--- src/rtl/pid_pwm_pkg.sv ---
// Shared widths, limits and types for the dual-channel PID PWM generator.
package pid_pwm_pkg;

  localparam int unsigned PRESCALE_W = 8;
  localparam int unsigned DUTY_W     = 8;
  localparam int unsigned CNT_MAX    = (2 ** DUTY_W) - 2;

  typedef logic [DUTY_W-1:0]     duty_t;
  typedef logic [PRESCALE_W-1:0] prescale_t;

  typedef enum logic {
    ST_IDLE = 1'b0,
    ST_RUN  = 1'b1
  } run_state_e;

endpackage

--- src/rtl/pid_pwm_gen_if.sv ---
// Control/observation bundle between the PID wrapper side and the PWM generator.
interface pid_pwm_gen_if;
  import pid_pwm_pkg::*;

  logic      en;
  prescale_t prescale;
  duty_t     duty0_in;
  duty_t     duty1_in;
  logic      pwm0_out;
  logic      pwm1_out;
  logic      period_start;
  duty_t     cnt_out;

  modport master (
    output en, prescale, duty0_in, duty1_in,
    input  pwm0_out, pwm1_out, period_start, cnt_out
  );

  modport slave (
    input  en, prescale, duty0_in, duty1_in,
    output pwm0_out, pwm1_out, period_start, cnt_out
  );

endinterface

--- src/rtl/pwm_channel.sv ---
// One PWM channel: period-aligned duty shadow plus registered compare output.
module pwm_channel
  import pid_pwm_pkg::*;
(
  input  logic  HCLK,
  input  logic  HRESETn,
  input  logic  en,
  input  logic  load,
  input  duty_t duty_in,
  input  duty_t cnt,
  output logic  pwm_out
);

  duty_t shadow;

  // Shadow follows duty_in while idle so re-enable starts from the live duty.
  always_ff @(posedge HCLK) begin
    if (!HRESETn) begin
      shadow  <= '0;
      pwm_out <= 1'b0;
    end else begin
      if (!en || load) begin
        shadow <= duty_in;
      end
      pwm_out <= en && (cnt < shadow);
    end
  end

endmodule

--- src/rtl/pid_pwm_gen.sv ---
// Dual-channel PWM generator: prescaler, period counter and period_start framing.
module pid_pwm_gen
  import pid_pwm_pkg::*;
(
  input logic           HCLK,
  input logic           HRESETn,
  pid_pwm_gen_if.slave  bus
);

  run_state_e state_q, state_d;
  prescale_t  pre_cnt_q, pre_cnt_d;
  duty_t      cnt_q, cnt_d;
  logic       period_start_q, period_start_d;
  logic       tick_c;
  logic       wrap_c;

  always_ff @(posedge HCLK) begin
    if (!HRESETn) begin
      state_q        <= ST_IDLE;
      pre_cnt_q      <= '0;
      cnt_q          <= '0;
      period_start_q <= 1'b0;
    end else begin
      state_q        <= state_d;
      pre_cnt_q      <= pre_cnt_d;
      cnt_q          <= cnt_d;
      period_start_q <= period_start_d;
    end
  end

  // >= lets a lowered prescale take effect at once instead of waiting for a wrap.
  always_comb begin
    state_d        = state_q;
    pre_cnt_d      = '0;
    cnt_d          = '0;
    period_start_d = 1'b0;
    tick_c         = (pre_cnt_q >= bus.prescale);
    wrap_c         = tick_c && (cnt_q == DUTY_W'(CNT_MAX));

    if (!bus.en) begin
      state_d = ST_IDLE;
    end else begin
      unique case (state_q)
        ST_IDLE: begin
          state_d        = ST_RUN;
          period_start_d = 1'b1;
        end
        ST_RUN: begin
          period_start_d = wrap_c;
        end
      endcase

      pre_cnt_d = tick_c ? '0 : pre_cnt_q + PRESCALE_W'(1);

      if (tick_c) begin
        cnt_d = wrap_c ? '0 : cnt_q + DUTY_W'(1);
      end else begin
        cnt_d = cnt_q;
      end
    end
  end

  pwm_channel u_ch0 (
    .HCLK    (HCLK),
    .HRESETn (HRESETn),
    .en      (bus.en),
    .load    (wrap_c),
    .duty_in (bus.duty0_in),
    .cnt     (cnt_q),
    .pwm_out (bus.pwm0_out)
  );

  pwm_channel u_ch1 (
    .HCLK    (HCLK),
    .HRESETn (HRESETn),
    .en      (bus.en),
    .load    (wrap_c),
    .duty_in (bus.duty1_in),
    .cnt     (cnt_q),
    .pwm_out (bus.pwm1_out)
  );

  assign bus.cnt_out      = cnt_q;
  assign bus.period_start = period_start_q;

endmodule
--- src/flat_wrapper.sv ---
// flat-port wrapper written by rule: the top's interface ports become plain ports
module pid_pwm_gen_flat import pid_pwm_pkg::*;
  (HCLK, HRESETn, bus_en, bus_prescale, bus_duty0_in, bus_duty1_in, bus_pwm0_out, bus_pwm1_out, bus_period_start, bus_cnt_out);
  pid_pwm_gen_if bus_i ();
  input logic HCLK;
  input logic HRESETn;
  input wire logic [$bits(bus_i.en)-1:0] bus_en;
  input wire logic [$bits(bus_i.prescale)-1:0] bus_prescale;
  input wire logic [$bits(bus_i.duty0_in)-1:0] bus_duty0_in;
  input wire logic [$bits(bus_i.duty1_in)-1:0] bus_duty1_in;
  output wire logic [$bits(bus_i.pwm0_out)-1:0] bus_pwm0_out;
  output wire logic [$bits(bus_i.pwm1_out)-1:0] bus_pwm1_out;
  output wire logic [$bits(bus_i.period_start)-1:0] bus_period_start;
  output wire logic [$bits(bus_i.cnt_out)-1:0] bus_cnt_out;
  assign bus_i.en = bus_en;
  assign bus_i.prescale = bus_prescale;
  assign bus_i.duty0_in = bus_duty0_in;
  assign bus_i.duty1_in = bus_duty1_in;
  assign bus_pwm0_out = bus_i.pwm0_out;
  assign bus_pwm1_out = bus_i.pwm1_out;
  assign bus_period_start = bus_i.period_start;
  assign bus_cnt_out = bus_i.cnt_out;
  pid_pwm_gen u_core (.HCLK(HCLK), .HRESETn(HRESETn), .bus(bus_i));
endmodule
--- config.mk ---
export PLATFORM = sky130hd
export DESIGN_NAME = pid_pwm_gen_flat
export DESIGN_NICKNAME = d
export VERILOG_FILES = /design/src/rtl/pid_pwm_pkg.sv /design/src/rtl/pid_pwm_gen_if.sv /design/src/rtl/pwm_channel.sv /design/src/rtl/pid_pwm_gen.sv /design/src/flat_wrapper.sv
export SDC_FILE = /design/constraint.sdc
export NUM_CORES = 1
export LEC_CHECK = 0
export ABC_AREA = 1
export BUFFER_PORTS_ARGS = -buffer_cell sky130_fd_sc_hd__buf_2
export CAP_MARGIN = 20
export CORE_AREA = 2 2 79 62
export DETAILED_ROUTE_END_ITERATION = 8
export DIE_AREA = 0 0 81 64
export HOLD_SLACK_MARGIN = 0.03
export PLACE_DENSITY = 0.86
export SLEW_MARGIN = 25
export SYNTH_ARGS = -nofsm -noshare
export SYNTH_HDL_FRONTEND = slang
export SYNTH_HIERARCHICAL = 1
export SYNTH_SLANG_ARGS = --single-unit
--- constraint.sdc ---
create_clock -name HCLK -period 1.9 [get_ports HCLK]
set_clock_uncertainty 0.2 [all_clocks]
set_input_delay 0.285 -clock HCLK [delete_from_list [all_inputs] [get_ports HCLK]]
set_output_delay 0.285 -clock HCLK [all_outputs]
set_load 0.02 [all_outputs]
==> reports/qor.yml, run 1 <==
clocking:
  path_clk_slew_ns: 0.07
  ctsHoldBuffers: 0
  numCtsBuffers: 5
  ctsHtreeMaxLevel: 2
  cts_sinks: 36
  cts_max_path_buffers: 2
  cts-root-buf: "clkbuf_8"
  clock_latency_ns: 0.29
  cts_tree: "done"
global_route:
  grt_max_degree: 19
  grt_pass1_vias: 1968
  grt_remaining_overflow: 0
  grtUsageTotal: 0.216
  antenna_found_initial: 0
  grt_pass1_wl_mm: 8.68
synthesis:
  synth_top_area_frac: 0.338
  yosysWarnings: 6
  synth_top_area_cell: "dfxtp_1"
  syn-cell-area_um2: 2130
  syn-instance-count: 268
  syn_nets: 320
  synthTopCellsByArea: "dfxtp_1, ha_1, inv_1, nand2_1, a21oi_1"
  yosysSeqAreaShare: 0.338
  synth_cell_type_count: 28
  ys_seq_elements: 36
  syn_area_per_cell_um2: 7.96
drt:
  drtIter0Drc: 217
  final_antenna_net_count: 0
  wl_per_cell_um: 13.4
  vias_per_cell: 5.07
  finalWirelength_mm: 5.26
  drt_first_pass_iters: 4
  drc: 0
  via_count: 1998
die:
  dieArea_um2: 5180
  initial_core_util: 0.489
  die_h_um: 64
  dieWidth_um: 81
  pin_count: 38
  core_area_um2: 4360
  rows: 21
sta:
  fin_crit_ns: 1.90
  worst_pin_slew_ns: 0.317
  hold_viol_final: 0
  rsz0062_at_grt: "true"
  slew_violations: 0
  fmaxAchievable_mhz: 526
  finalSetupTns_ns: -0.0000857
  finalSetupViolations: 1
  fin_crit_sh: 1.00
  relSlewSlack: 0.788
  setup_ws_ns: -0.0000857
  holdWs_ns: 0.0458
worst_setup_path:
  arrival_ns: 1.88
  cp_data_required_time_ns: 1.88
  path_max_fanout: 8
  reg2reg_slack_ns: -0.00009
  critPathKind: "reg -> reg"
  cp-start-kind: "flop"
  end_kind: "flop"
cells_and_area:
  drive_gt1_frac: 0.377
  seqCellArea_um2: 733
  multi_input_area_um2: 1380
  final_util: 0.659
  layout_common_cells: "inv_1, nand2_1, buf_2"
  final_common_cell: "inv_1"
  final_area_um2: 2880
  diodes: 0
  fillers: 351
  num-nets-final: 389
  syn2layout_area_growth_pct: 34.8
job:
  max-cap-violations: 0
place:
  portBuffers: 37
  dp_hpwl_mm: 3.75
  dp_slack_ns: -0.151
  gp_congestion: 0.863
  dpl_cell_area_um2: 2630
pwr:
  power_density_nw_per_um2: 543
  ir_drop_v: 0.000336
  p_leak_nw: 1.42
run_status:
  violations: "negative setup slack"
  status: "complete, but fails checks"
hold_path:
  hp-class: "in -> reg"
Yosys cell counts, drive strengths merged:
master and count:
inv 49, nand2 45, dfxtp 36, a21oi 31
ha 25, nor2 22, o21ai 17, nand3 14
nand4 11, xor2 6, buf 2, nor3 2
o21a 2, xnor2 2, a21o 1, nor3b 1
o21bai 1, or2 1
metrics by stage:
stage,instances,total power (W)
5_1_grt,394,0.00164
4_1_cts,393,0.00156
2_1_floorplan,268,0.000946
6_report,394,0.00156
3_3_place_gp,382,0.00101
3_5_place_dp,382,0.00102
per-layer routing:
| metal | part of all wire | up-vias | track usage |
|---|---|---|---|
| li1 | - | 1010 | - |
| met1 | 0.44 | 927 | 0.265 |
| met2 | 0.51 | 55 | 0.366 |
| met3 | 0.050 | 6 | 0.0579 |
| met4 | 0.0049 | 0 | 0.0720 |
| met5 | 0 | - | 0 |
worst max-delay path: stages, from the launching register on:
cell     delay (ns)
dfxtp_2        0.33
ha_4           0.26
nand2_2        0.06
nor2_4         0.16
nand4_4        0.13
nand3_4        0.10
nand2_4        0.07
inv_6          0.07
nor2_4         0.05
buf_12         0.13
o21ai_2        0.17
a21oi_4        0.04
timing repair:
action / CTS / global route
gates cloned: 1 / 0
endpoints found under the setup margin: 12 / 16
pin swaps: 17 / 7
setup buffers: 3 / 2
gates resized for setup: 22 / 15
power breakdown:
part | switching [W] | total (W) | internal [W]
clock | 0.000269 | 0.000519 | 0.000249
sequential | 0.0000100 | 0.000794 | 0.000784
combinational | 0.000142 | 0.000249 | 0.000108
total | 0.000421 | 0.00156 | 0.00114
cells by family after synthesis:
| group | count (synthesis) | share of synthesized area |
|---|---|---|
| AO/OA/AOI/OAI | 52 | 0.146 |
| flip-flops | 36 | 0.338 |
| buffers and inverters | 51 | 0.0968 |
| adder cells (fa/ha/maj) | 25 | 0.147 |
| XOR/XNOR | 8 | 0.0328 |
| AND/OR/NAND/NOR | 96 | 0.240 |
flip-flops by register name, indices dropped and copies added (netlist names):
| name | flops |
|---|---|
| u_core/u_ch1/pwm_out | 1 |
| u_core/state_q | 1 |
| u_core/u_ch0/pwm_out | 1 |
| u_core/pre_cnt_q | 8 |
| u_core/bus.cnt_out | 8 |
| u_core/u_ch1/shadow | 8 |
| u_core/u_ch0/shadow | 8 |
| u_core/bus.period_start | 1 |
final cells by class:
cell class | count | share of cell area
clock buffers | 6 | 0.0252
clock inverters | 1 | 0.00174
inverters | 49 | 0.0666
multi-input cells | 181 | 0.479
flip-flops and latches | 36 | 0.255
well taps | 57 | 0.0248
repair buffers | 64 | 0.148
worst paths after layout:
path,end,startpoint,cells after the start
worst max-delay path,u_core/u_ch1/shadow[4]$_SDFFE_PN0P_,u_core/pre_cnt_q[5]$_SDFF_PP0_,11
worst min-delay path,u_core/u_ch1/shadow[1]$_SDFFE_PN0P_,bus_duty1_in[1],3
worst max register to register,u_core/u_ch1/shadow[4]$_SDFFE_PN0P_,u_core/pre_cnt_q[5]$_SDFF_PP0_,11
worst min register to register,u_core/bus.period_start$_SDFF_PN0_,u_core/state_q$_SDFF_PN0_,1
Power figures use the tool's default switching activity.
==> run 2, diff against run 1 <==
==> constraint.sdc (replaced) <==
create_clock -name HCLK -period 1.9 [get_ports HCLK]
set_clock_uncertainty 0.2 [all_clocks]
set_input_delay 0.095 -clock HCLK [delete_from_list [all_inputs] [get_ports HCLK]]
set_output_delay 0.095 -clock HCLK [all_outputs]
set_load 0.02 [all_outputs]
==> reports/qor.yml, run 2 (synthesized netlist as in run 1, its figures left out) <==
worst_setup_path:
  cp_data_required_time_ns: 1.87  # about the same
  path_cells: "ha_4 > nand2_2 > inv_2 > nand2_2 > nand2_2 > nand2_4 > nand3_4 > nand2_4 > inv_6 > buf_4 > nor3_1 > nor2_1"
  end_kind: "flop"
  cp_common_cell: "nand2_2"
  r2r_cells: 12  # +1
  crit_start: "u_core/pre_cnt_q[3]$_SDFF_PP0_"
  arrival_ns: 1.92  # +0.04 ns
  cp-start-kind: "flop"
  reg2reg_slack_ns: -0.05  # -0.05 ns
  timing.rr.end: "u_core/u_ch0/shadow[0]$_SDFFE_PN0P_"
  path_max_fanout: 3  # -5
  crit_path_top_delay_cell: "dfxtp_2"
  critPathKind: "reg -> reg"
  r2r_start: "u_core/pre_cnt_q[3]$_SDFF_PP0_"
  slowest_delay_ns: 0.34  # about the same
sta:
  relSlewSlack: 0.761  # -0.0275
  slew_violations: 0  # unchanged
  setup_ws_ns: -0.0512  # -0.0511 ns
  finalSetupViolations: 2  # +1
  fin_crit_ns: 1.95  # +0.0511 ns
  worst_pin_slew_ns: 0.358  # +0.0412 ns
  finalSetupTns_ns: -0.0527  # -0.0526 ns
  fin_crit_sh: 1.03  # +0.0269
  hold_viol_final: 0  # unchanged
  rsz0062_at_grt: "true"
  fmaxAchievable_mhz: 513  # -2.6%
pwr:
  ir_drop_v: 0.000312  # -7.0%
  p_total_w: 0.00166  # +6.0%
  p_leak_nw: 1.53  # +7.8%
  swShare: 0.268  # -0.00161
  power_density_nw_per_um2: 531  # -2.2%
  intPower_w: 0.00121  # +6.2%
  p_sw_w: 0.000443  # +5.3%
  p_seq_frac: 0.482  # -0.026
  power_frac_comb: 0.178  # +0.018
  clockPowerShare: 0.340  # +0.008
place:
  placed_cells: 385  # +0.79%
  gp_congestion: 0.877  # +1.6%
  dpl_cell_area_um2: 2620  # -0.24%
  dp_hpwl_mm: 3.62  # -3.3%
  portBuffers: 37  # unchanged
die:
  pin_count: 38  # unchanged
  core_area_um2: 4360  # unchanged
  rows: 21  # unchanged
  die_h_um: 64  # unchanged
  dieArea_um2: 5180  # unchanged
  dieWidth_um: 81  # unchanged
  initial_core_util: 0.489  # unchanged
cells_and_area:
  diodes: 0  # unchanged
  multi_input_area_um2: 1390  # +0.73%
  final_util: 0.715  # +0.0554
  syn2layout_area_growth_pct: 46.2
  layout_common_cells: "inv_1, buf_2, nand2_1"
  instances_no_fill: 418  # +6.1%
  fillers: 309  # -12%
  final_area_um2: 3120  # +8.4%
  drive_gt1_frac: 0.380  # +0.00265
  seqCellArea_um2: 729  # -0.51%
  final_common_cell: "inv_1"
  num-nets-final: 412  # +5.9%
clocking:
  cts-root-buf: "clkbuf_8"
  cts_max_path_buffers: 2  # unchanged
  numCtsBuffers: 5  # unchanged
  path_clk_slew_ns: 0.07  # about the same
  cts_sinks: 36  # unchanged
  ctsHtreeMaxLevel: 2  # unchanged
  clock_latency_ns: 0.28  # about the same
  cts_tree: "done"
global_route:
  grt_remaining_overflow: 0  # unchanged
  grtUsageTotal: 0.244  # +0.0278
  grt_max_degree: 19  # unchanged
  grt_pass1_vias: 2134  # +8.4%
  antenna_found_initial: 0  # unchanged
  grt_pass1_wl_mm: 9.70  # +12%
run_status:
  status: "complete, but fails checks"
  violations: "negative setup slack"
hold_path:
  hp-class: "reg -> reg"
  hold_depth: 1  # -2
  hp-start: "u_core/state_q$_SDFF_PN0_"
  worstHoldEndpoint: "u_core/bus.period_start$_SDFF_PN0_"
drt:
  final_antenna_net_count: 0  # unchanged
  drt_first_pass_iters: 5  # +1
  wl_per_cell_um: 14.7  # +10%
  drc: 0  # unchanged
  drtIter0Drc: 327  # +51%
  vias_per_cell: 5.17  # +1.9%
  finalWirelength_mm: 6.15  # +17%
  via_count: 2161  # +8.2%
job:
  max-cap-violations: 0  # unchanged
==> run 2: cell count changes in the layout (fill, tap and decap cells not counted), sizes merged <==
| cell | delta |
|---|---|
| clkbuf | +1 |
| clkinv | +1 |
| buf | +4 |
| dlygate4sd3 | +18 |
==> run 2: what timing repair did <==
item | in CTS | in global routing
setup endpoints to repair | 12 | 18
hold buffers | 18 | 0
cloned | 1 | 0
endpoints found under the hold margin | 19 | 0
resized for setup | 21 | 21
pin swaps | 9 | 12
setup buffers | 5 | 2
==> run 2: power groups by stage <==
stage / Sequential [W] / Combinational, W / Clock [W]
after global placement: 0.000811 / 0.000202 / 0
after CTS: 0.000795 / 0.000265 / 0.000574
after detailed placement: 0.000812 / 0.000213 / 0
after floorplan: 0.000816 / 0.000127 / 0
final: 0.000798 / 0.000294 / 0.000563
after global routing: 0.000800 / 0.000320 / 0.000612
==> run 2: how the worst max path moves through the flow <==
stage                                                     end  slack [ns]  cells after the start
after CTS                 u_core/u_ch1/shadow[2]$_SDFFE_PN0P_       0.002                     11
after global routing      u_core/u_ch0/shadow[0]$_SDFFE_PN0P_       -0.08                     12
after detailed placement  u_core/u_ch1/shadow[2]$_SDFFE_PN0P_       -0.08                     12
final                     u_core/u_ch0/shadow[0]$_SDFFE_PN0P_       -0.05                     12
after floorplan           u_core/u_ch0/shadow[1]$_SDFFE_PN0P_       -0.03                     11
after global placement    u_core/u_ch1/shadow[2]$_SDFFE_PN0P_       -0.01                     12
==> run 2: stage by stage <==
| stage | setup WS, ns | hold slack [ns] |
|---|---|---|
| 2_1_floorplan | -0.0277 | 0.00346 |
| 5_1_grt | -0.0794 | 0.247 |
| 6_report | -0.0512 | 0.229 |
| 3_3_place_gp | -0.0105 | 0.141 |
| 3_5_place_dp | -0.0770 | 0.147 |
| 4_1_cts | 0.00189 | 0.221 |
==> run 2: metal layers <==
metal / up-vias / global-route usage / share of wire
met5: - / 0 / 0
met4: 0 / 0.102 / 0.029
met3: 18 / 0.0494 / 0.054
met2: 100 / 0.408 / 0.50
met1: 978 / 0.304 / 0.42
li1: 1065 / - / -
==> run 2: critical path, delay by kind of cell, from the launching register on <==
| family | cells | cell delay [ns] |
|---|---|---|
| flip-flops | 1 | 0.34 |
| buffers and inverters | 3 | 0.25 |
| AND/OR/NAND/NOR | 8 | 0.83 |
| adder cells (fa/ha/maj) | 1 | 0.22 |
==> run 2: area by class of cell <==
| cell class | count | share of cell area |
|---|---|---|
| clock buffer | 6 | 0.0265 |
| tap | 57 | 0.0229 |
| inverter | 49 | 0.0606 |
| multi-input combinational | 181 | 0.445 |
| clock inverter | 2 | 0.00321 |
| sequential | 36 | 0.234 |
| timing repair buffer | 87 | 0.208 |
==> run 3, diff against run 2 <==
--- a/config.mk
+++ b/config.mk
@@ -8,9 +8,9 @@
 export ABC_AREA = 1
 export BUFFER_PORTS_ARGS = -buffer_cell sky130_fd_sc_hd__buf_2
 export CAP_MARGIN = 20
-export CORE_AREA = 2 2 79 62
+export CORE_AREA = 2 2 77 61
 export DETAILED_ROUTE_END_ITERATION = 8
-export DIE_AREA = 0 0 81 64
+export DIE_AREA = 0 0 79 63
 export HOLD_SLACK_MARGIN = 0.03
 export PLACE_DENSITY = 0.86
 export SLEW_MARGIN = 25
==> constraint.sdc (replaced) <==
create_clock -name HCLK -period 2.1 [get_ports HCLK]
set_clock_uncertainty 0.2 [all_clocks]
set_input_delay 0.105 -clock HCLK [delete_from_list [all_inputs] [get_ports HCLK]]
set_output_delay 0.105 -clock HCLK [all_outputs]
set_load 0.02 [all_outputs]
==> reports/qor.yml, run 3 (synthesized netlist as in run 1, its figures left out) <==
run_status:
  status: "complete, no violations"
global_route:
  grt_pass1_vias: 2082  # -2.4%
  grt_pass1_wl_mm: 9.23  # -4.9%
  grtUsageTotal: 0.237  # -0.00692
  grt_max_degree: 19  # unchanged
  antenna_found_initial: 0  # unchanged
  grt_remaining_overflow: 0  # unchanged
drt:
  drc: 0  # unchanged
  final_antenna_net_count: 0  # unchanged
  wl_per_cell_um: 14.0  # -5.0%
  finalWirelength_mm: 5.70  # -7.3%
  via_count: 2146  # -0.69%
  vias_per_cell: 5.26  # +1.7%
  drtIter0Drc: 311  # -4.9%
  drt_first_pass_iters: 5  # unchanged
worst_setup_path:
  path_max_fanout: 15  # +12
  cp_data_required_time_ns: 2.11  # +0.24 ns
  arrival_ns: 2.04  # +0.12 ns
  cp-start-kind: "flop"
  critPathKind: "reg -> reg"
  end_kind: "flop"
pwr:
  p_sw_w: 0.000369  # -17%
  ir_drop_v: 0.000346  # +11%
  p_seq_frac: 0.511  # +0.029
  intPower_w: 0.00104  # -14%
  clockPowerShare: 0.331  # -0.009
  power_frac_comb: 0.158  # -0.020
  power_density_nw_per_um2: 500  # -5.8%
  p_leak_nw: 1.44  # -6.0%
  swShare: 0.262  # -0.00560
clocking:
  cts_max_path_buffers: 2  # unchanged
  clock_latency_ns: 0.28  # about the same
  cts-root-buf: "clkbuf_8"
  path_clk_slew_ns: 0.07  # about the same
  cts_sinks: 36  # unchanged
  cts_tree: "done"
  ctsHtreeMaxLevel: 2  # unchanged
  numCtsBuffers: 5  # unchanged
sta:
  fin_crit_ns: 2.03  # +0.0794 ns
  fmaxAchievable_mhz: 492  # -3.9%
  relSlewSlack: 0.791  # +0.0303
  holdWs_ns: 0.220  # -0.00984 ns
  slew_violations: 0  # unchanged
  finalSetupViolations: 0  # -2
  fin_crit_sh: 0.967  # -0.0600
  hold_viol_final: 0  # unchanged
  rsz0062_at_grt: "false"
  worst_pin_slew_ns: 0.313  # -0.0454 ns
die:
  rows: 21  # unchanged
  dieArea_um2: 4980  # -4.0%
  core_area_um2: 4260  # -2.4%
  die_h_um: 63  # -1.6%
  pin_count: 38  # unchanged
  dieWidth_um: 79  # -2.5%
  initial_core_util: 0.501  # +0.0121
place:
  gp_congestion: 0.823  # -6.1%
  portBuffers: 37  # unchanged
  dpl_cell_area_um2: 2500  # -4.6%
  placed_cells: 378  # -1.8%
  dp_hpwl_mm: 3.63  # +0.18%
job:
  max-cap-violations: 0  # unchanged
cells_and_area:
  drive_gt1_frac: 0.265  # -0.115
  final_util: 0.662  # -0.0529
  syn2layout_area_growth_pct: 32.1
  final_area_um2: 2820  # -9.6%
  final_common_cell: "inv_1"
  layout_common_cells: "inv_1, nand2_1, buf_2"
  diodes: 0  # unchanged
  instances_no_fill: 408  # -2.4%
  num-nets-final: 403  # -2.2%
hold_path:
  hp-class: "reg -> reg"
-- run 3: cell count changes in the layout (fill, tap and decap cells not counted), sizes merged --
cell    change
buf         -8
clkbuf      -1
clkinv      -1
-- run 3: layer usage --
| layer | track usage | part of all wire | wire (µm) | vias up |
|---|---|---|---|---|
| li1 | - | - | - | 1040 |
| met1 | 0.275 | 0.40 | 2260 | 960 |
| met2 | 0.403 | 0.49 | 2820 | 115 |
| met3 | 0.0491 | 0.066 | 375 | 31 |
| met4 | 0.136 | 0.043 | 245 | 0 |
| met5 | 0 | 0 | 0 | - |
-- run 3: cell type report --
class	count	area, µm²
clock buffers	6	72.6
clock inverters	1	5.00
fillers	334	1440
inverters	49	186
multi-input cells	181	1210
flip-flops and latches	36	721
well taps	57	71.3
repair buffers	78	551
-- run 3: path summary, 6_finish.rpt --
kind	from	endpoint	slack [ns]	cells past startpoint
setup / recovery	u_core/pre_cnt_q[7]$_SDFF_PP0_	u_core/u_ch0/shadow[3]$_SDFFE_PN0P_	0.07	10
hold / removal	u_core/state_q$_SDFF_PN0_	u_core/bus.period_start$_SDFF_PN0_	0.22	1
setup reg to reg	u_core/pre_cnt_q[7]$_SDFF_PP0_	u_core/u_ch0/shadow[3]$_SDFFE_PN0P_	0.07	10
hold reg to reg	u_core/state_q$_SDFF_PN0_	u_core/bus.period_start$_SDFF_PN0_	0.22	1
-- run 3: through the flow --
| stage | setup TNS, ns | setup slack, ns | total power, W |
|---|---|---|---|
| floorplan | 0 | 0.0479 | 0.000849 |
| global placement | 0 | 0.0648 | 0.000901 |
| detailed placement | -0.101 | -0.0301 | 0.000909 |
| CTS | 0 | 0.0210 | 0.00140 |
| global route | 0 | 0.00591 | 0.00147 |
| finish | 0 | 0.0694 | 0.00141 |
-- run 3: worst max-delay path, cell delays in order, from the launching register on --
cell and delay (ns):
dfxtp_1 0.33, ha_1 0.30, a21o_1 0.23, nor2_8 0.14, nand3_4 0.09, nand2_4 0.09
inv_4 0.06, nor2_4 0.10, buf_12 0.15, o21ai_0 0.09, a21oi_1 0.16
-- run 3: repair_timing --
| item | in CTS | in global routing |
|---|---|---|
| pin swaps | 2 | 0 |
| gates resized for setup | 0 | 4 |
| endpoints found under the setup margin | 10 | 14 |
| hold endpoints to repair | 19 | 0 |
| hold buffers | 18 | 0 |
| setup buffers | 5 | 0 |
-- run 3: power by group through the flow --
stage               Combinational, W  Clock (W)  Sequential (W)
floorplan                   0.000110          0        0.000738
global placement            0.000167          0        0.000734
detailed placement          0.000174          0        0.000735
CTS                         0.000213   0.000472        0.000720
global route                0.000244   0.000508        0.000722
finish                      0.000223   0.000467        0.000720
